`config.mk`:
```
export PLATFORM = sky130hd
export DESIGN_NAME = star_bbox_finder
export DESIGN_NICKNAME = d
export VERILOG_FILES = /design/src/rtl/star_bbox_finder.sv
export SDC_FILE = /design/constraint.sdc
export NUM_CORES = 1
export LEC_CHECK = 0
export CORE_MARGIN = 2
export CORE_UTILIZATION = 57
export DETAILED_ROUTE_END_ITERATION = 10
export GPL_TIMING_DRIVEN = 0
export PLACE_DENSITY = 0.86
export SKIP_LAST_GASP = 1
export SLEW_MARGIN = 10
export SYNTH_ARGS = -nofsm -noshare
export SYNTH_HDL_FRONTEND = slang
export SYNTH_SLANG_ARGS = --single-unit
```
`constraint.sdc`:
```
create_clock -name clk -period 2.6 [get_ports clk]
set_input_delay 0.52 -clock clk [delete_from_list [all_inputs] [get_ports clk]]
set_output_delay 0.52 -clock clk [all_outputs]
set_load 0.02 [all_outputs]
```
`src/rtl/star_bbox_finder.sv`:
```
// Raster-scan star locator: thresholds a frame of pixels, tracks the bounding box of bright
// pixels, then launches the box drawer and waits for its done handshake.
module star_bbox_finder #(
   parameter int unsigned xSz    = 3,
   parameter int unsigned ySz    = 3,
   parameter int unsigned pixSz  = 3,
   parameter int unsigned THRESH = 4
) (
   input  logic             clk,
   input  logic             reset,
   input  logic             pixValid,
   input  logic [pixSz-1:0] pixData,
   output logic             pixReady,
   input  logic             doneDraw,
   output logic             goDraw,
   output logic [xSz-1:0]   xLeft,
   output logic [xSz-1:0]   xRight,
   output logic [ySz-1:0]   yTop,
   output logic [ySz-1:0]   yBottom,
   output logic             busy
);

   typedef enum logic [1:0] {
      StScan,
      StLaunch,
      StWaitStart,
      StWaitDone
   } state_t;

   state_t         state;
   logic [xSz-1:0] xPos;
   logic [ySz-1:0] yPos;
   logic [xSz-1:0] minX;
   logic [xSz-1:0] maxX;
   logic [ySz-1:0] minY;
   logic [ySz-1:0] maxY;
   logic           found;

   logic           accept;
   logic           bright;
   logic           lastX;
   logic           lastPix;
   logic [xSz-1:0] nMinX;
   logic [xSz-1:0] nMaxX;
   logic [ySz-1:0] nMinY;
   logic [ySz-1:0] nMaxY;

   assign pixReady = (state == StScan);
   assign busy     = (state != StScan);
   assign accept   = pixValid && (state == StScan);
   // Widen before comparing so a threshold beyond the pixel range simply never matches.
   assign bright   = 32'(pixData) >= THRESH;
   assign lastX    = (xPos == {xSz{1'b1}});
   assign lastPix  = lastX && (yPos == {ySz{1'b1}});

   // Tracker values including the current pixel, valid when that pixel is bright.
   always_comb begin
      nMinX = xPos;
      nMaxX = xPos;
      nMinY = yPos;
      nMaxY = yPos;
      if (found) begin
         if (minX < xPos) nMinX = minX;
         if (maxX > xPos) nMaxX = maxX;
         if (minY < yPos) nMinY = minY;
         if (maxY > yPos) nMaxY = maxY;
      end
   end

   always_ff @(posedge clk or posedge reset) begin
      if (reset) begin
         state   <= StScan;
         xPos    <= '0;
         yPos    <= '0;
         minX    <= '0;
         maxX    <= '0;
         minY    <= '0;
         maxY    <= '0;
         found   <= 1'b0;
         goDraw  <= 1'b0;
         xLeft   <= '0;
         xRight  <= '0;
         yTop    <= '0;
         yBottom <= '0;
      end else begin
         goDraw <= 1'b0;
         case (state)
            StScan: begin
               if (accept) begin
                  xPos <= xPos + xSz'(1);
                  if (lastX) yPos <= yPos + ySz'(1);
                  if (bright) begin
                     minX  <= nMinX;
                     maxX  <= nMaxX;
                     minY  <= nMinY;
                     maxY  <= nMaxY;
                     found <= 1'b1;
                  end
                  if (lastPix) begin
                     if (found || bright) begin
                        xLeft   <= bright ? nMinX : minX;
                        xRight  <= bright ? nMaxX : maxX;
                        yTop    <= bright ? nMinY : minY;
                        yBottom <= bright ? nMaxY : maxY;
                        goDraw  <= 1'b1;
                        state   <= StLaunch;
                     end else begin
                        xPos  <= '0;
                        yPos  <= '0;
                        minX  <= '0;
                        maxX  <= '0;
                        minY  <= '0;
                        maxY  <= '0;
                        found <= 1'b0;
                     end
                  end
               end
            end
            StLaunch: begin
               state <= StWaitStart;
            end
            StWaitStart: begin
               if (!doneDraw) state <= StWaitDone;
            end
            StWaitDone: begin
               if (doneDraw) begin
                  xPos  <= '0;
                  yPos  <= '0;
                  minX  <= '0;
                  maxX  <= '0;
                  minY  <= '0;
                  maxY  <= '0;
                  found <= 1'b0;
                  state <= StScan;
               end
            end
            default: state <= StScan;
         endcase
      end
   end

endmodule

```
; After elaboration in Yosys (flattened, before gate mapping)
; Cells that the tools add are included.
[classes]
n_eq_ne = 10
magnitude_cmp = 5
mul = 0
muxes = 54
bitwise_logic = 0
addsub = 2
n_shift = 0
div = 0
reduce_logical = 9
[op_table]
columns = cell, n
row1 = $mux 3, 32
row2 = $pmux 3 s2, 6
row3 = $mux 2, 5
row4 = $mux 1, 9
row5 = $pmux 2 s4, 1
row6 = $add 3x1->3 const B, 2
row7 = $eq 3x3->1 const B, 2
row8 = $gt 3x3->1, 2
row9 = $lt 3x3->1, 2
row10 = $ne 2x1->1 const B, 3
row11 = $reduce_and 5->1, 1
row12 = $eq 2x2->1 const B, 2
row13 = $ne 2x2->1 const B, 2
row14 = $reduce_and 4->1, 1
row15 = $reduce_bool 2->1, 2
row16 = $ge 3x3->1 const B, 1
row17 = $reduce_and 3->1, 1
row18 = $eq 2x1->1 const B, 1
row19 = $logic_and 1x1->1, 2
row20 = $logic_not 2->1, 1
row21 = $pmux 1 s2, 1
row22 = $logic_or 1x1->1, 1
[totals]
latch_bits = 0
mem_bits_rw = 0
inputBits = 7
mem_bits_ro = 0
out_inout_bits = 15
mem_count = 0
register_bits = 34

; Depth between registers and ports, before layout
; Gate-level depths: netlist of the first run.
[logic_depth]
word_depth = 8
depth_mapped = 10

; Worst setup path after synthesis of the first run
; OpenSTA, ideal clock, no wires.
[synth_timing]
path_type = flip-flop to flip-flop
start = register state[0]
end = register xLeft[2]
path_slack_ps = 709
arrival_ps = 1766
synth_period_minus_slack_ps = 1891
n_path_buf = 2
path_stages_with_launch = 9
setup_time_ps = 125
t_required_ps = 2475
cell_sequence = dfrtp_1 inv_1 ha_1 buf_4 nand2_1 or2_1 buf_2 inv_2 mux2_2
[synth_via]
elab_chain_len = 3
[synth_rtl]
columns = element, line_no
row1 = from (decl), 30  ; state_t state;
row2 = from (signal assigned), 72  ; state <= StScan;
row3 = from (signal assigned), 106  ; state <= StLaunch;
row4 = from (signal assigned), 120  ; state <= StWaitStart;
row5 = $logic_not 2->1 *, --
row6 = via pixReady, 13  ; output logic pixReady,
row7 = $logic_and 1x1->1, 50  ; assign accept = pixValid && (state == StScan);
row8 = $reduce_and 4->1 (no line) *, --
row9 = to (signal assigned), 101  ; xLeft <= bright ? nMinX : minX;
row10 = to (decl), 16  ; output logic [xSz-1:0] xLeft,
; Mark *: on every way through the listed nets, which the timed path passes. The rest lies on a longest branch.
; A chain may end at the register's enable or synchronous reset.

; Worst setup path in the final report of the first run
[layout_timing]
start = register state[0]
end = output port busy
[layout_via]
elab_chain_len = 1
[layout_rtl]
columns = element, line_no
row1 = $reduce_bool 2->1, 49  ; assign busy = (state != StScan);
row2 = to (decl), 20  ; output logic busy
; No other way between the ends.

==> flow_metrics.tcl, run 1 <==
set metrics [dict create \
    switchingPower_mw 1.16 \
    dr_wl_met3_um 344 \
    portBuffers 18 \
    vias 1934 \
    place_hpwl_mm 3.58 \
    area.growth.synth_to_final_pct 14.7 \
    yosysUniqueCellTypes 36 \
    syn-num-nets 256 \
    dp.cells 296 \
    timing.rr.start "xPos[0]$_DFFE_PP0P_" \
    whs_ns 0.483 \
    hold_viol_final 0 \
    grt_overflow_total 0 \
    cts_resized 0 \
    firstDrtPassIters 4 \
    rsz0062_at_grt "no" \
    seqPwrFrac_pct 32.4 \
    min-delay-start "xRight[1]$_DFFE_PP0P_" \
    hold_class "reg -> reg" \
    fill_cells 310 \
    cp-startpoint "state[0]$_DFFE_PP0P_" \
    routed_wl_mm 5.01 \
    first_iter_violations 106 \
    final_cell_mix "dfrtp_1 (34), nand2_1 (24), ha_1 (19)" \
    post-route-util_pct 68.0 \
    clk_pin_slew_ns 0.06 \
    ys.flop_type "dfrtp_1" \
    end_kind "primary output" \
    dieArea_um2 4290 \
    rows 22 \
    h-tree-depth 2 \
    top_layer "met4" \
    drc 0 \
    total_power_mw 2.50 \
    antenna_left 0 \
    p_per_area_nw_per_um2 1010 \
    antenna_cells 0 \
    core-area_um2 3630 \
    swShare_pct 46.4 \
    worstPathMaxFanout 10 \
    antenna_found_initial 0 \
    critPathRequiredTime_ns 2.08 \
    p_int_mw 1.34 \
    yosys_warnings 0 \
    grt_pass1_wl_mm 8.56 \
    run_status "complete, no violations" \
    io_pins 22 \
    wl_per_cell_um 16.5 \
    fin_cells 303 \
    tightest_slew_ns 0.700 \
    die_w_um 65.5 \
    layout_commonest_cell "dfrtp_1" \
    seq_area_frac_synth_pct 39.5 \
    synthArstFlopShare_pct 100 \
    grt_pass1_vias 1898 \
    die_h_um 65.5 \
    clk_latency_ns 0.29 \
    wl_met1_mm 2.10 \
    cts_sinks 34 \
    postCtsHoldBufs 0 \
    postSynthAreaPerCell_um2 9.36 \
    start_util_pct 59.3 \
    finalCriticalPeriod_ns 2.34 \
    cts.path.max_buffers 2 \
    setup_violations 0 \
    skew_ns 0.00441 \
    synth_cells 230 \
    numCtsBuffers 5 \
    arrival_ns 1.82 \
    p_clk_share_pct 14.7 \
    root_buffer "clkbuf_8" \
    start_kind "register" \
    p_comb_share_pct 52.9 \
    irDropWorstVdd_v 0.000639 \
    criticalPathCategory "reg -> out" \
    slew_violations 0 \
    max-cap-violations 0 \
    cts_tree "built" \
    synth_edf_count 0 \
    post-route-period-util_pct 89.8 \
    synth_area_um2 2150 \
    nNetsFinal 281 \
    vias_per_cell 6.38 \
    wl_met2_mm 2.41 \
    grt_max_degree 35 \
    final.setup.tns_ns 0 \
    grt_util_all_layers_pct 26.5 \
    post-cts-setup-buffers 0 \
    relSlewSlack_pct 53.2 \
    layout-drive-gt1-share_pct 8.63 \
    yosys_register_bits 34 \
    place.gp.congestion 0.954 \
    fmax_mhz 428 \
    p_leak_nw 1.11 \
]
cell type report:
cell class / count / area [um2] / area share, %
Multi-Input combinational cell: 171 / 1180 / 47.7
Sequential cell: 34 / 851 / 34.4
Timing Repair Buffer: 18 / 180 / 7.29
Buffer: 13 / 80.1 / 3.24
Clock buffer: 7 / 76.3 / 3.09
Tap cell: 48 / 60.1 / 2.43
Inverter: 12 / 45.0 / 1.82
Yosys cell counts, types with 3 or more instances:
library cell	n	area share, %
dfrtp_1	34	40
nand2_1	24	4.2
ha_1	19	11
nand3_1	18	4.2
o21ai_0	17	4.0
inv_1	11	1.9
nand4_1	10	2.9
o2111ai_1	10	4.1
o211ai_1	10	3.5
nor2_1	7	1.2
a21oi_1	6	1.4
nand2b_1	6	1.7
a31oi_1	5	1.5
buf_4	5	1.7
and3_1	4	1.2
buf_2	4	0.93
o21a_1	4	1.4
o22ai_1	4	1.2
clkbuf_1	3	0.52
mux2_2	3	1.6
nor2b_1	3	0.87
critical path, stage by stage, from the launching register on:
cell and delay, ns:
dfrtp_1 0.38, inv_1 0.07, ha_1 0.21, buf_4 0.17, inv_1 0.09, clkdlybuf4s50_1 0.61
sequential cells by signal, indices dropped and copies added (netlist names):
name and count:
xRight 3, minY 3, found 1, state 2, maxY 3, maxX 3
yTop 3, minX 3, yPos 3, xLeft 3, goDraw 1, yBottom 3
xPos 3
metal layers:
metal / global-route usage [%] / vias to the layer above
met5: 0 / -
met4: 14.3 / 0
met3: 7.36 / 18
met2: 41.8 / 75
met1: 32.9 / 914
li1: - / 927
metrics by stage:
stage | area, um2 | worst slack, ns
final | 2470 | 0.264
after global routing | 2470 | 0.181
after CTS | 2470 | 0.239
after detailed placement | 2390 | 0.304
after global placement | 2390 | 0.369
after floorplan | 2150 | 0.709
power groups by stage:
stage,Combinational [mW],Clock (mW),Sequential [mW]
2_1_floorplan,1.02,0,0.763
3_3_place_gp,1.25,0,0.807
3_5_place_dp,1.30,0,0.817
4_1_cts,1.31,0.378,0.807
5_1_grt,1.49,0.400,0.829
6_report,1.32,0.367,0.811
path summary, 6_finish.rpt:
kind / slack, ns / to / cells past startpoint
hold / removal: 0.48 / xRight[1]$_DFFE_PP0P_ / 2
max in group asynchronous: 1.49 / yTop[2]$_DFFE_PP0P_ / 2
hold reg to reg: 0.48 / xRight[1]$_DFFE_PP0P_ / 2
setup reg to reg: 0.39 / yBottom[0]$_DFFE_PP0P_ / 10
setup / recovery: 0.26 / busy / 5
min in group asynchronous: 0.66 / minX[0]$_DFFE_PP0P_ / 2
cell families (layout without fill, tap and decap cells):
logic type | Yosys count | in the layout | synth area share [%]
buffers and inverters | 25 | 50 | 5.81
AND/OR/NAND/NOR | 75 | 75 | 17.1
AO/OA/AOI/OAI | 72 | 72 | 24.0
multiplexers | 5 | 5 | 2.50
adder cells (fa/ha/maj) | 19 | 19 | 11.0
flip-flops | 34 | 34 | 39.5
No activity file was read; power rests on OpenSTA's default activity.
==> inputs of run 2 (changes only) <==
--- a/config.mk
+++ b/config.mk
@@ -6,10 +6,10 @@
 export NUM_CORES = 1
 export LEC_CHECK = 0
 export CORE_MARGIN = 2
-export CORE_UTILIZATION = 57
+export CORE_UTILIZATION = 51
 export DETAILED_ROUTE_END_ITERATION = 10
 export GPL_TIMING_DRIVEN = 0
-export PLACE_DENSITY = 0.86
+export PLACE_DENSITY = 0.82
 export SKIP_LAST_GASP = 1
 export SLEW_MARGIN = 10
 export SYNTH_ARGS = -nofsm -noshare
==> constraint.sdc (replaced) <==
create_clock -name clk -period 2.1 [get_ports clk]
set_input_delay 0.42 -clock clk [delete_from_list [all_inputs] [get_ports clk]]
set_output_delay 0.42 -clock clk [all_outputs]
set_load 0.02 [all_outputs]
==> flow_metrics.tcl, run 2 (same netlist as run 1, synthesis figures left out) <==
set metrics [dict create \
    run_status "complete, no violations" \
    die_w_um 69.0 \
    grt_max_degree 35 \
    die_h_um 69.0 \
    register_area_um2 857 \
    grtUsageMet1_pct 30.6 \
    relSlewSlack_pct 53.1 \
    arrival_ns 1.55 \
    fmax_mhz 507 \
    cp_cell_sequence "inv_1 > ha_1 > clkdlybuf4s50_1" \
    skew_ns 0.00369 \
    antenna_left 0 \
    start_kind "register" \
    grt_pass1_vias 1754 \
    drc 0 \
    tightest_slew_ns 0.702 \
    hold_viol_final 0 \
    p_leak_nw 1.13 \
    p_per_area_nw_per_um2 1250 \
    irDropWorstVdd_v 0.000653 \
    vias 1880 \
    place_ws_ns -0.0881 \
    grt_overflow_total 0 \
    slowest_delay_ns 0.61 \
    area.growth.synth_to_final_pct 17.1 \
    place_area_um2 2400 \
    cp_slowest_cell "clkdlybuf4s50_1" \
    cts_tree "built" \
    finalInstanceArea_um2 2520 \
    slew_violations 0 \
    layout_commonest_cell "dfrtp_1" \
    h-tree-depth 2 \
    grt_util_all_layers_pct 23.4 \
    fill_cells 350 \
    final_cell_mix "dfrtp_1 (29), nand2_1 (24), ha_1 (19)" \
    max-cap-violations 0 \
    final.setup.tns_ns 0 \
    antenna_found_initial 0 \
    cts.path.max_buffers 2 \
    firstDrtPassIters 4 \
    criticalPathCategory "reg -> out" \
    multiInputGateArea_um2 1190 \
    use_met3_pct 5.36 \
    routed_wl_mm 4.83 \
    wl_per_cell_um 15.7 \
    fin_ws_ns 0.129 \
    antenna_cells 0 \
    place_hpwl_mm 3.45 \
    post-route-period-util_pct 93.9 \
    clk_latency_ns 0.28 \
    cts_sinks 34 \
    nNetsFinal 284 \
    layout-drive-gt1-share_pct 12.8 \
    start_util_pct 53.4 \
    whs_ns 0.479 \
    io_pins 22 \
    setup_violations 0 \
    post-route-util_pct 62.6 \
    rows 23 \
    busiest_layer "met2" \
    first_iter_violations 117 \
    root_buffer "clkbuf_8" \
    core-area_um2 4030 \
    vias_per_cell 6.10 \
    grt_pass1_wl_mm 8.19 \
    critPathRequiredTime_ns 1.68 \
    numCtsBuffers 5 \
    hold_class "reg -> reg" \
    clk_pin_slew_ns 0.06 \
    use_met2_pct 37.0 \
    portBuffers 18 \
    place.gp.congestion 0.967 \
    finalCriticalPeriod_ns 1.97 \
    rsz0062_at_grt "no" \
    worstPathMaxFanout 3 \
    dieArea_um2 4760 \
    end_kind "primary output" \
]
[run 2: cell count changes in the layout (fill, tap and decap cells not counted), moves of 2 or more]
cell     previous run  this run
o31ai_1             2         0
dfrtp_2             0         5
buf_6               1         3
o31ai_2             0         2
dfrtp_1            34        29
[run 2: through the flow]
stage          std cells  power (mW)
5_1_grt              308        3.41
4_1_cts              305        3.07
3_5_place_dp         298        2.60
2_1_floorplan        230        2.21
6_report             308        3.15
3_3_place_gp         298        2.54
[run 2: what timing repair did]
item,4_1_cts,5_1_grt
setup endpoints to repair,7,25
hold buffers,0,0
setup buffers,0,3
resized for setup,3,10
pin swaps,0,1
hold endpoints to repair,0,0
[run 2: routing by layer]
metal / part of all wire [%] / up-vias
li1: - / 930
met1: 44 / 898
met2: 49 / 47
met3: 5.2 / 5
met4: 1.6 / 0
met5: 0 / -
[run 2: report_power, final]
part	switching (mW)	internal, mW
clock	0.223	0.228
combinational	1.04	0.672
sequential	0.172	0.811
total	1.44	1.71
[run 2: layout make-up]
type                    count  share of cell area (%)
plain buffers              13                    3.52
well taps                  50                    2.48
clock buffers               7                    3.03
multi-input cells         171                    47.1
repair buffers             21                    7.99
inverters                  12                    1.89
flip-flops and latches     34                    34.0
[run 2: final timing paths]
path / cells after the start / end / slack, ns / from
worst max register to register: 6 / maxX[1]$_DFFE_PP0P_ / 0.14 / yPos[0]$_DFFE_PP0P_
min in group asynchronous: 2 / xLeft[1]$_DFFE_PP0P_ / 0.57 / reset
worst min register to register: 2 / yBottom[2]$_DFFE_PP0P_ / 0.48 / yBottom[2]$_DFFE_PP0P_
worst min-delay path: 2 / yBottom[2]$_DFFE_PP0P_ / 0.48 / yBottom[2]$_DFFE_PP0P_
max in group asynchronous: 2 / xPos[0]$_DFFE_PP0P_ / 1.03 / reset
worst max-delay path: 3 / pixReady / 0.13 / state[0]$_DFFE_PP0P_
[run 2: worst max-delay path, delay by kind of cell, from the launching register on]
family	cells	cell delay (ns)
buf+inv	2	0.70
flops	1	0.40
fa+ha+maj	1	0.17
==> variant 1 (flow settings as in run 2) <==
The 4 states of `state_t` get a one-hot encoding in 4 bits.
--- a/src/rtl/star_bbox_finder.sv
+++ b/src/rtl/star_bbox_finder.sv
@@ -22,7 +22,7 @@
 
-   typedef enum logic [1:0] {
-      StScan,
-      StLaunch,
-      StWaitStart,
-      StWaitDone
+   typedef enum logic [3:0] {
+      StScan      = 4'b0001,
+      StLaunch    = 4'b0010,
+      StWaitStart = 4'b0100,
+      StWaitDone  = 4'b1000
    } state_t;
Formal check against the unedited RTL: no difference found for any inputs over 10 cycles, from zero or initial values and one cycle with reset high; not proved beyond that.
==> variant 1 against run 2 <==
- synthesized area fell by 6.3%
- final cell count down 11%
- sequential cell count up 2
- wire length decreased by 22%
- first-iteration DRC count fell by 61%
- final area fell by 5.6%
- worst setup slack hardly changed
- via count is 19% lower
Power is not compared: it rests on default switching activity, and its combinational part moved more than twofold at a synthesized area within 25%.
==> variant 1: results (changes against run 2) <==
[finish]
nFillCells=330  ; -5.7%
drive_gt1_frac=0.141  ; +0.0131
final_cells=275  ; -11%

[place]
io_buffer_count=19  ; +1
place_area_um2=2270  ; -5.4%
routabilityCongestion=0.820  ; -15%
dp_hpwl_um=2680  ; -22%
placedCellCount=267  ; -10%
pre_cts_slack_ps=-171  ; -82.6 ps

[timing]
hold_ws_ps=483  ; +3.43 ps
fin_skew_ps=6.01  ; +2.32 ps
max_slew_margin=0.509  ; -0.0219
layout_min_cycle_time_ps=1970  ; -0.278 ps

[synthesis]
synth_top_cells_by_area=dfrtp_1 (43%), ha_1 (9.9%), mux2i_1 (6.5%)
synthAdderAreaFrac=0.0993  ; -0.0111
synth_area_per_cell_um2=10.1  ; +7.7%
yosys-top-cells-count=dfrtp_1 (35), nand2_1 (31), o21ai_0 (17)
synthMuxAreaShare=0.0701  ; +0.0451
syn-num-nets=223  ; -13%
synth-compound-area-share=0.172  ; -0.0675

[global_route]
grt_max_degree=37  ; +5.7%
grt_use_total=0.197  ; -0.0371
use_met2=0.329  ; -0.0414
met3_usage=0.0608  ; +0.00724
grt_pass1_vias=1410  ; -20%
grt_pass1_wl_um=6470  ; -21%
grt_use_met1=0.238  ; -0.0680

[critical_path]
reg2reg_to=maxY[1]$_DFFE_PP0P_
critPathMaxFanout=7  ; +4
max_stage_delay_ps=590  ; -20 ps
crit_start=state[0]$_DFFE_PP1P_
slowest_stage=dfstp_2
endpoint=busy
path_delay_family=flip-flops
rr_worst_depth=7  ; +1

[status]
status=complete, no violations

[drt]
vias_per_cell=5.51  ; -9.7%
drt_iter0_drc=46  ; -61%
wl_met3_um=143  ; -43%
met1_length_um=1770  ; -17%
wirelength_um=3770  ; -22%
wl_met2_um=1810  ; -23%

[worst_hold_path]
hold_path.class=flip-flop to flip-flop

==> variant 1: cell types whose count changed after synthesis, sizes merged, moves of 4 or more <==
| cell | change |
|---|---|
| o21ai | +10 |
| mux2i | +11 |
| o2111ai | -10 |
| nand4 | -10 |
| o211ai | -9 |
| buf | -5 |
| a31oi | -5 |
| nor2 | +5 |
| nand3 | -14 |
| nand2 | +7 |
| o22ai | -4 |
==> variant 1: final cells by class <==
cell class	count	area (um^2)	area share
plain buffers	8	67.6	0.0284
clock inverters	3	42.5	0.0179
multi-input cells	143	1000	0.421
well taps	48	60.1	0.0252
flip-flops and latches	36	902	0.379
repair buffers	19	188	0.0788
clock buffers	5	68.8	0.0289
inverters	13	48.8	0.0205
==> variant 1: timing repair <==
action                     CTS  global route
setup endpoints to repair    2            14
hold buffers                 0             0
gates resized for setup      2             6
pin swaps                    0             0
==> variant 1: where the power goes <==
part	internal (mW)	switching, mW
Combinational	0.381	0.447
Sequential	0.834	0.143
Clock	0.351	0.255
==> variant 2 (flow settings as in run 2) <==
Made on the original files. The parameter `ySz` goes from 3 to 2.
--- a/src/rtl/star_bbox_finder.sv
+++ b/src/rtl/star_bbox_finder.sv
@@ -4,3 +4,3 @@
    parameter int unsigned xSz    = 3,
-   parameter int unsigned ySz    = 3,
+   parameter int unsigned ySz    = 2,
    parameter int unsigned pixSz  = 3,
Ports: changed (resized yBottom and yTop); port bits go from 22 to 20. No check against the original RTL was run, so the function may have changed too.
==> variant 2 against run 2 <==
- final area is 15% lower
- worst setup slack worse by 39 ps
- largest cell class unchanged
- wire length is 17% lower
- synthesized area is 16% lower
- via count is 18% lower
- global-route usage is 2.4 points lower
- critical path depth is 2 higher
- power is 17% lower
- sequential cell count is 5 lower
- sequential power is 13% lower
- core utilization is 1.0 points higher
- clock skew is 8.1 ps higher
==> variant 2: results (changes against run 2) <==
[place]
routabilityCongestion=0.902  ; -6.8%
pre_cts_slack_ps=-144  ; -56.2 ps
dp_hpwl_um=2770  ; -20%
io_buffer_count=17  ; -1

[critical_path]
slowest_stage=dfrtp_1
max_stage_delay_ps=380  ; -230 ps
critPathMaxFanout=9  ; +6
cp_data_arrival_time_ps=1590  ; +40 ps
reg2reg_to=yTop[0]$_DFFE_PP0P_
rr_worst_depth=7  ; +1
endpoint=busy
reg2reg_from=xPos[0]$_DFFE_PP0P_

[global_route]
met3_usage=0.0589  ; +0.00536
grt_pass1_vias=1444  ; -18%
grt_use_total=0.210  ; -0.0235
grt_use_met1=0.271  ; -0.0351
use_met2=0.339  ; -0.0307
grt_pass1_wl_um=6580  ; -20%
grt_max_degree=30  ; -14%

[synthesis]
synth_top_cells_by_area=dfrtp_1 (40%), ha_1 (12%), nand2_1 (5.6%)
ys_types=39  ; +8.3%
yosys-top-cells-count=dfrtp_1 (29), nand2_1 (27), ha_1 (17)
seq_area_frac_synth=0.402  ; +0.00682
syn-num-nets=212  ; -17%
synth_area_leader_cell=dfrtp_1

[finish]
drive_gt1_frac=0.138  ; +0.00971
nFillCells=301  ; -14%
nets=241  ; -15%

[status]
status=complete, no violations

[drt]
wl_met2_um=2000  ; -15%
num_vias=1534  ; -18%
wirelength_um=3980  ; -17%
drt_iter0_drc=112  ; -4.3%
met1_length_um=1750  ; -18%
wl_met3_um=194  ; -22%
first_pass_iters=4  ; unchanged

[worst_hold_path]
hold_path_end=xLeft[2]$_DFFE_PP0P_
min_from=xLeft[2]$_DFFE_PP0P_

[clock_network]
cts_setup_buffers=2  ; +2
clk_pin_slew_ps=110  ; +50 ps
clock_latency_ps=340  ; +60 ps
ctsRootBufferMaster=clkbuf_4

[power]
peakVddDrop_mv=0.737  ; +13%
design_power_total_mw=2.61  ; -17%
p_switching_mw=1.17  ; -19%
pwr-share-seq=0.326  ; +0.014
p_leak_nw=0.983  ; -13%
clkPwrFrac=0.131  ; -0.012

[timing]
hold_ws_ps=489  ; +9.49 ps
fin_skew_ps=11.8  ; +8.13 ps
max_freq_ghz=0.497  ; -1.9%
worstMarginPinSlew_ps=1060  ; +358 ps

==> variant 2: cell types whose count changed in the layout (fill, tap and decap cells not counted), sizes merged, moves of 4 or more <==
cell,change
o21ai,-4
clkbuf,-5
a22o,+4
dfrtp,-5
nand3,-13
and3,-4
nand4,-7
o221ai,+4
o2111ai,-9
==> variant 2: metrics by stage <==
step	area, um^2	cells
6_report	2140	264
5_1_grt	2140	264
4_1_cts	2110	261
3_5_place_dp	2030	251
3_3_place_gp	2030	251
2_1_floorplan	1810	188
==> variant 2: kinds of logic after synthesis <==
family,after synthesis,share of synthesized area
AOI/OAI and AO/OA,59,0.245
and+or+nand+nor,54,0.137
DFF,29,0.402
buffers and inverters,23,0.0644
adders and majority gates,17,0.118
muxes,6,0.0340
==> variant 2: area by class of cell <==
cell class              instances  share of cell area
plain buffers                   8              0.0281
clock buffers                   5              0.0175
clock inverters                 3             0.00819
inverters                      15              0.0263
multi-input cells             136               0.456
flip-flops and latches         29               0.340
well taps                      46              0.0269
repair buffers                 22              0.0971
